--- config.mk ---
export PLATFORM = sky130hd
export DESIGN_NAME = delay_arb_ctrl
export DESIGN_NICKNAME = d
export VERILOG_FILES = /design/src/rtl/delay_arb_ctrl.sv
export SDC_FILE = /design/constraint.sdc
export NUM_CORES = 1
export LEC_CHECK = 0
export ABC_AREA = 1
export BUFFER_PORTS_ARGS = -buffer_cell sky130_fd_sc_hd__buf_2
export CORE_MARGIN = 2
export CORE_UTILIZATION = 33
export CTS_BUF_LIST = sky130_fd_sc_hd__clkbuf_4
export DETAILED_ROUTE_END_ITERATION = 12
export GPL_ROUTABILITY_DRIVEN = 0
export GPL_TIMING_DRIVEN = 0
export PLACE_DENSITY_LB_ADDON = 0.3
export SLEW_MARGIN = 20
export SYNTH_ARGS = -nofsm -noshare
export SYNTH_HDL_FRONTEND = slang
export SYNTH_SLANG_ARGS = --single-unit
--- constraint.sdc ---
create_clock -name clk -period 3.37 [get_ports clk]
set_clock_uncertainty 0.05 [all_clocks]
set_input_delay 0.337 -clock clk [delete_from_list [all_inputs] [get_ports clk]]
set_output_delay 0.337 -clock clk [all_outputs]
set_load 0.05 [all_outputs]
--- src/rtl/delay_arb_ctrl.sv ---
`default_nettype none
// ============================================================================
// Module   : delay_arb_ctrl
// Purpose  : Round-robin arbiter that lets NREQ 4-phase bundled-data
//            requesters share one matched-delay resource. The winner's data
//            is registered onto data_out, the downstream request is raised
//            after a counted delay, and the 4-phase handshake is relayed
//            back to the winning requester.
// Ports    : clk       - single clock, rising edge
//            rst       - synchronous active-high reset
//            req_in    - per-requester 4-phase request            [NREQ]
//            data_in   - bundled data, slice k for requester k    [NREQ*WIDTH]
//            ack_in    - per-requester 4-phase acknowledge        [NREQ]
//            req_out   - downstream request after matched delay
//            data_out  - registered data of the granted requester [WIDTH]
//            ack_out   - downstream acknowledge
//            grant     - one-hot owner, zero when idle            [NREQ]
//            delay_cfg - per-transaction delay (only with DELAY_PROG_EN)
// Options  : DELAY_PROG_EN - when defined, adds delay_cfg, sampled at grant;
//                            0 is treated as 1.
// Revision : 1.0 - initial release
// ============================================================================
module delay_arb_ctrl #(
    parameter int NREQ  = 2,
    parameter int WIDTH = 8,
    parameter int DELAY = 4,
    parameter int CW    = 8
) (
    input  logic                  clk,
    input  logic                  rst,
    input  logic [NREQ-1:0]       req_in,
    input  logic [NREQ*WIDTH-1:0] data_in,
    output logic [NREQ-1:0]       ack_in,
    output logic                  req_out,
    output logic [WIDTH-1:0]      data_out,
    input  logic                  ack_out,
`ifdef DELAY_PROG_EN
    input  logic [CW-1:0]         delay_cfg,
`endif
    output logic [NREQ-1:0]       grant
);

    localparam int PW = (NREQ > 1) ? $clog2(NREQ) : 1;

    typedef enum logic [2:0] {
        S_IDLE  = 3'd0,
        S_DELAY = 3'd1,
        S_OUT   = 3'd2,
        S_ACK   = 3'd3,
        S_RTZ   = 3'd4
    } state_t;

    state_t            state_q, state_d;
    logic [CW-1:0]     cnt_q, cnt_d;
    logic [PW-1:0]     ptr_q, ptr_d;
    logic [NREQ-1:0]   grant_q, grant_d;
    logic [WIDTH-1:0]  data_q, data_d;
    logic              req_out_q, req_out_d;

    logic [NREQ-1:0]   w_elig;
    logic [NREQ-1:0]   w_upper;
    logic [PW-1:0]     w_win_idx;
    logic              w_win_vld;
    logic [CW-1:0]     w_load_val;

    // Only IDLE looks at eligibility, and ack_in is zero there, but keeping
    // the mask makes the intent explicit.
    assign w_elig = req_in & ~ack_in;

    // Round-robin: prefer the lowest eligible index at or above the pointer,
    // otherwise wrap around to the lowest eligible index overall.
    always_comb begin
        logic found;
        w_upper   = '0;
        w_win_idx = '0;
        found     = 1'b0;
        for (int i = 0; i < NREQ; i++) begin
            w_upper[i] = w_elig[i] && (i >= int'(ptr_q));
        end
        for (int i = 0; i < NREQ; i++) begin
            if (!found && w_upper[i]) begin
                w_win_idx = PW'(i);
                found     = 1'b1;
            end
        end
        for (int i = 0; i < NREQ; i++) begin
            if (!found && w_elig[i]) begin
                w_win_idx = PW'(i);
                found     = 1'b1;
            end
        end
        w_win_vld = |w_elig;
    end

`ifdef DELAY_PROG_EN
    assign w_load_val = (delay_cfg == '0) ? CW'(1) : delay_cfg;
`else
    assign w_load_val = CW'(DELAY);
`endif

    always_comb begin
        state_d   = state_q;
        cnt_d     = cnt_q;
        ptr_d     = ptr_q;
        grant_d   = grant_q;
        data_d    = data_q;
        req_out_d = 1'b0;

        case (state_q)
            S_IDLE: begin
                if (w_win_vld) begin
                    grant_d = NREQ'(1) << w_win_idx;
                    data_d  = data_in[w_win_idx*WIDTH +: WIDTH];
                    cnt_d   = w_load_val;
                    ptr_d   = (w_win_idx == PW'(NREQ-1)) ? '0 : w_win_idx + 1'b1;
                    state_d = S_DELAY;
                end
            end
            S_DELAY: begin
                // ack_out here is a downstream protocol error and is ignored.
                cnt_d = cnt_q - 1'b1;
                if (cnt_q <= CW'(1)) begin
                    state_d = S_OUT;
                end
            end
            S_OUT: begin
                // req_out is registered, so it becomes visible one cycle after
                // entering OUT; an ack seen before req_out is visible cannot
                // belong to this request and is ignored.
                if (ack_out && req_out_q) begin
                    state_d = S_ACK;
                end else begin
                    req_out_d = 1'b1;
                end
            end
            S_ACK: begin
                if (!(|(req_in & grant_q)) && !ack_out) begin
                    grant_d = '0;
                    state_d = S_RTZ;
                end
            end
            S_RTZ: begin
                state_d = S_IDLE;
            end
            default: begin
                state_d = S_IDLE;
            end
        endcase
    end

    always_ff @(posedge clk) begin
        if (rst) begin
            state_q   <= S_IDLE;
            cnt_q     <= '0;
            ptr_q     <= '0;
            grant_q   <= '0;
            data_q    <= '0;
            req_out_q <= 1'b0;
        end else begin
            state_q   <= state_d;
            cnt_q     <= cnt_d;
            ptr_q     <= ptr_d;
            grant_q   <= grant_d;
            data_q    <= data_d;
            req_out_q <= req_out_d;
        end
    end

    assign ack_in   = (state_q == S_ACK) ? grant_q : '0;
    assign req_out  = req_out_q;
    assign data_out = data_q;
    assign grant    = grant_q;

endmodule
`default_nettype wire

==> flow_summary.yaml <==
run_status:
  result_of_the_run: "completed"
die:
  core_um2: 3630
  ios: 34
  chipWidth_um: 65.5
  die_h_um: 65.5
  effective_utilization_at_floorplan_pct: 34.3
  floorplan.rows: 22
  die_area_um2: 4280
setup_path:
  timing.reg2reg.setup_slack_ps: 1850
  cp_max_fo: 6
  timing.critical_path.arrival_ps: 1380
  cp_data_required_time_ps: 2980
  setup.worst_path.start_class: "flop"
  critical_path_class: "reg2out"
  setup.worst_path.end_class: "primary output"
cts:
  clk_root_buffer_cell: "sky130_fd_sc_hd__clkbuf_4"
  path_clk_slew_ps: 130
  worst_skew_pair.late_latency_ps: 320
  tritoncts: "done"
  post_cts.resized_instances: 0
  max-clock-path-buffers: 2
  post_cts_hold_buffer_count: 0
  h-tree-depth: 1
  cts.sinks: 23
  postCtsSetupBuffers: 0
  cts_made_buffers: 3
sta:
  timing_hold_violations_final: 0
  final-max-slew-violation-count: 0
  slew_headroom_pct: 68.8
  worst_hold_slack_ps: 166
  final_setup_tns_ps: 0
  fin_crit_ps: 1760
  worstMarginPinSlew_ps: 464
  timing.fmax_ghz: 0.567
  rsz_0062_raised_after_global_routing: "false"
  setup_slack_ps: 1610
  report.final.setup_viol: 0
  finalCritPeriodShare_pct: 52.4
logic_synthesis:
  syn-cell-area_um2: 1250
  syn_nets: 217
  synth-seq-cells: 23
  instance_count_of_the_mapped_netlist: 194
  avgSynthCellArea_um2: 6.42
  yosysUniqueCellTypes: 22
  synth_seq_area_share_pct: 36.9
  synth-warning-count: 0
pwr:
  p_switching_uw: 597
  vdd_drop_max_v: 0.000323
  switching_power_share_of_the_total_pct: 49.1
  power_density_nw_per_um2: 813
  pwr-share-clk_pct: 11.6
  pwr-share-seq_pct: 34.5
  power.static_leakage_uw: 0.000792
  power_report.internal_total_uw: 619
  p_comb_share_pct: 53.9
layout:
  post_layout_nonfiller_instances: 278
  area_of_the_multi_input_gates_um2: 613
  synthToLayoutAreaGrowth_pct: 20.1
  layout.cells.most_common_list: "38 x sky130_fd_sc_hd__inv_1, 37 x sky130_fd_sc_hd__nand2_1, 32 x sky130_fd_sc_hd__buf_2"
  num-nets-final: 254
  nFillCells: 429
  layout.cells.most_common: "sky130_fd_sc_hd__inv_1"
  drive_above_1_share_pct: 22.2
  register_area_um2: 460
  antenna-diode-count: 0
detailed_routing:
  route.detailed.vias_per_inst: 4.36
  route.antenna.remaining_nets: 0
  drcViolationCount: 0
  vias: 1211
  wl_per_cell_um: 9.18
  routed_wl_mm: 2.55
  dr.first_iter.drc_count: 30
  firstDrtPassIters: 4
grt:
  grt_start_max_net_pins: 13
  antenna_found_initial: 0
  grt_pass1_wl_mm: 4.64
  grt-ovfl-total: 0
  gr-usage-all-layers_pct: 13.7
  first_global_vias: 1128
hold_path:
  hold_path.class: "in2reg"
placement:
  placedCellCount: 274
  place.detailed.hpwl_mm: 2.02
  pre_cts_slack_ps: 1850
  io_buffers: 32
job:
  max-cap-violations: 0
==> cell usage after synthesis <==
master | n | area [um^2]
sky130_fd_sc_hd__nand2_2 | 4 | 25.0
sky130_fd_sc_hd__a21oi_1 | 18 | 90.1
sky130_fd_sc_hd__nor2_2 | 1 | 6.26
sky130_fd_sc_hd__a211oi_1 | 1 | 7.51
sky130_fd_sc_hd__buf_1 | 1 | 3.75
sky130_fd_sc_hd__nand2_1 | 37 | 139
sky130_fd_sc_hd__nor2_4 | 2 | 22.5
sky130_fd_sc_hd__xnor2_1 | 1 | 8.76
sky130_fd_sc_hd__inv_2 | 3 | 11.3
sky130_fd_sc_hd__or2_2 | 2 | 12.5
sky130_fd_sc_hd__nand2_4 | 1 | 11.3
sky130_fd_sc_hd__nand3_2 | 1 | 10.0
sky130_fd_sc_hd__buf_6 | 1 | 11.3
sky130_fd_sc_hd__ha_1 | 2 | 25.0
sky130_fd_sc_hd__clkbuf_1 | 1 | 3.75
sky130_fd_sc_hd__dfxtp_1 | 23 | 460
sky130_fd_sc_hd__nand4_1 | 5 | 31.3
sky130_fd_sc_hd__nor2_1 | 29 | 109
sky130_fd_sc_hd__nand3_1 | 12 | 60.1
sky130_fd_sc_hd__o21ai_0 | 9 | 45.0
sky130_fd_sc_hd__nor3_1 | 2 | 10.0
sky130_fd_sc_hd__inv_1 | 38 | 143
==> power groups by stage <==
stage / registers, uW / logic [uW] / clock network (uW)
final: 420 / 655 / 141
after global routing: 432 / 754 / 157
after CTS: 420 / 664 / 146
after detailed placement: 427 / 661 / 0
after global placement: 427 / 659 / 0
after floorplan: 554 / 397 / 0
==> path summary, 6_finish.rpt <==
| path | start | end | cells past startpoint |
|---|---|---|---|
| min reg2reg | ptr_q$_SDFFE_PP0P_ | ptr_q$_SDFFE_PP0P_ | 2 |
| max | state_q[1]$_SDFFE_PP0P_ | ack_in[0] | 5 |
| max reg2reg | state_q[1]$_SDFFE_PP0P_ | data_out[7]$_SDFFE_PP0P_ | 10 |
| min | data_in[1] | data_out[1]$_SDFFE_PP0P_ | 3 |
==> critical path, stage by stage (launching register included) <==
cell and delay, ps:
sky130_fd_sc_hd__dfxtp_1 480, sky130_fd_sc_hd__nand2_2 100, sky130_fd_sc_hd__nor2_4 110, sky130_fd_sc_hd__nand2_2 80
sky130_fd_sc_hd__inv_1 50, sky130_fd_sc_hd__buf_2 250
==> routing by layer <==
metal | GRT usage [%] | part of all wire (%) | wire length, um | vias up
met4 | 6.25 | 1.4 | 35 | 0
met3 | 1.71 | 3.6 | 93 | 3
met2 | 22.4 | 45 | 1150 | 26
met1 | 18.0 | 50 | 1280 | 509
met5 | 0 | 0 | 0 | -
li1 | - | - | - | 673
==> layout make-up <==
class	count	area share, %
Sequential cell	23	30.8
Inverter	41	10.3
Clock buffer	4	2.01
Buffer	3	1.25
Tap cell	48	4.01
Timing Repair Buffer	32	10.7
Multi-Input combinational cell	127	41.0
==> per-stage QoR <==
step | area, um^2 | util [%] | total power [uW]
3_5_place_dp | 1470 | 40.4 | 1090
4_1_cts | 1500 | 41.2 | 1230
5_1_grt | 1500 | 41.2 | 1340
6_report | 1500 | 41.2 | 1220
3_3_place_gp | 1470 | 40.4 | 1090
2_1_floorplan | 1250 | - | 952
==> cells by family after synthesis <==
group	share of synthesized area, %
AOI/OAI and AO/OA	11.4
DFF	36.9
and+or+nand+nor	35.0
adders and majority gates	2.01
xor gates and xnor gates	0.703
buffers and inverters	13.9
==> flip-flops by register name (all words and copies together), names as in the netlist <==
| signal | cells |
|---|---|
| ptr_q | 1 |
| req_out | 1 |
| cnt_q | 8 |
| grant | 2 |
| data_out | 8 |
| state_q | 3 |
(Power assumes the default switching activity.)
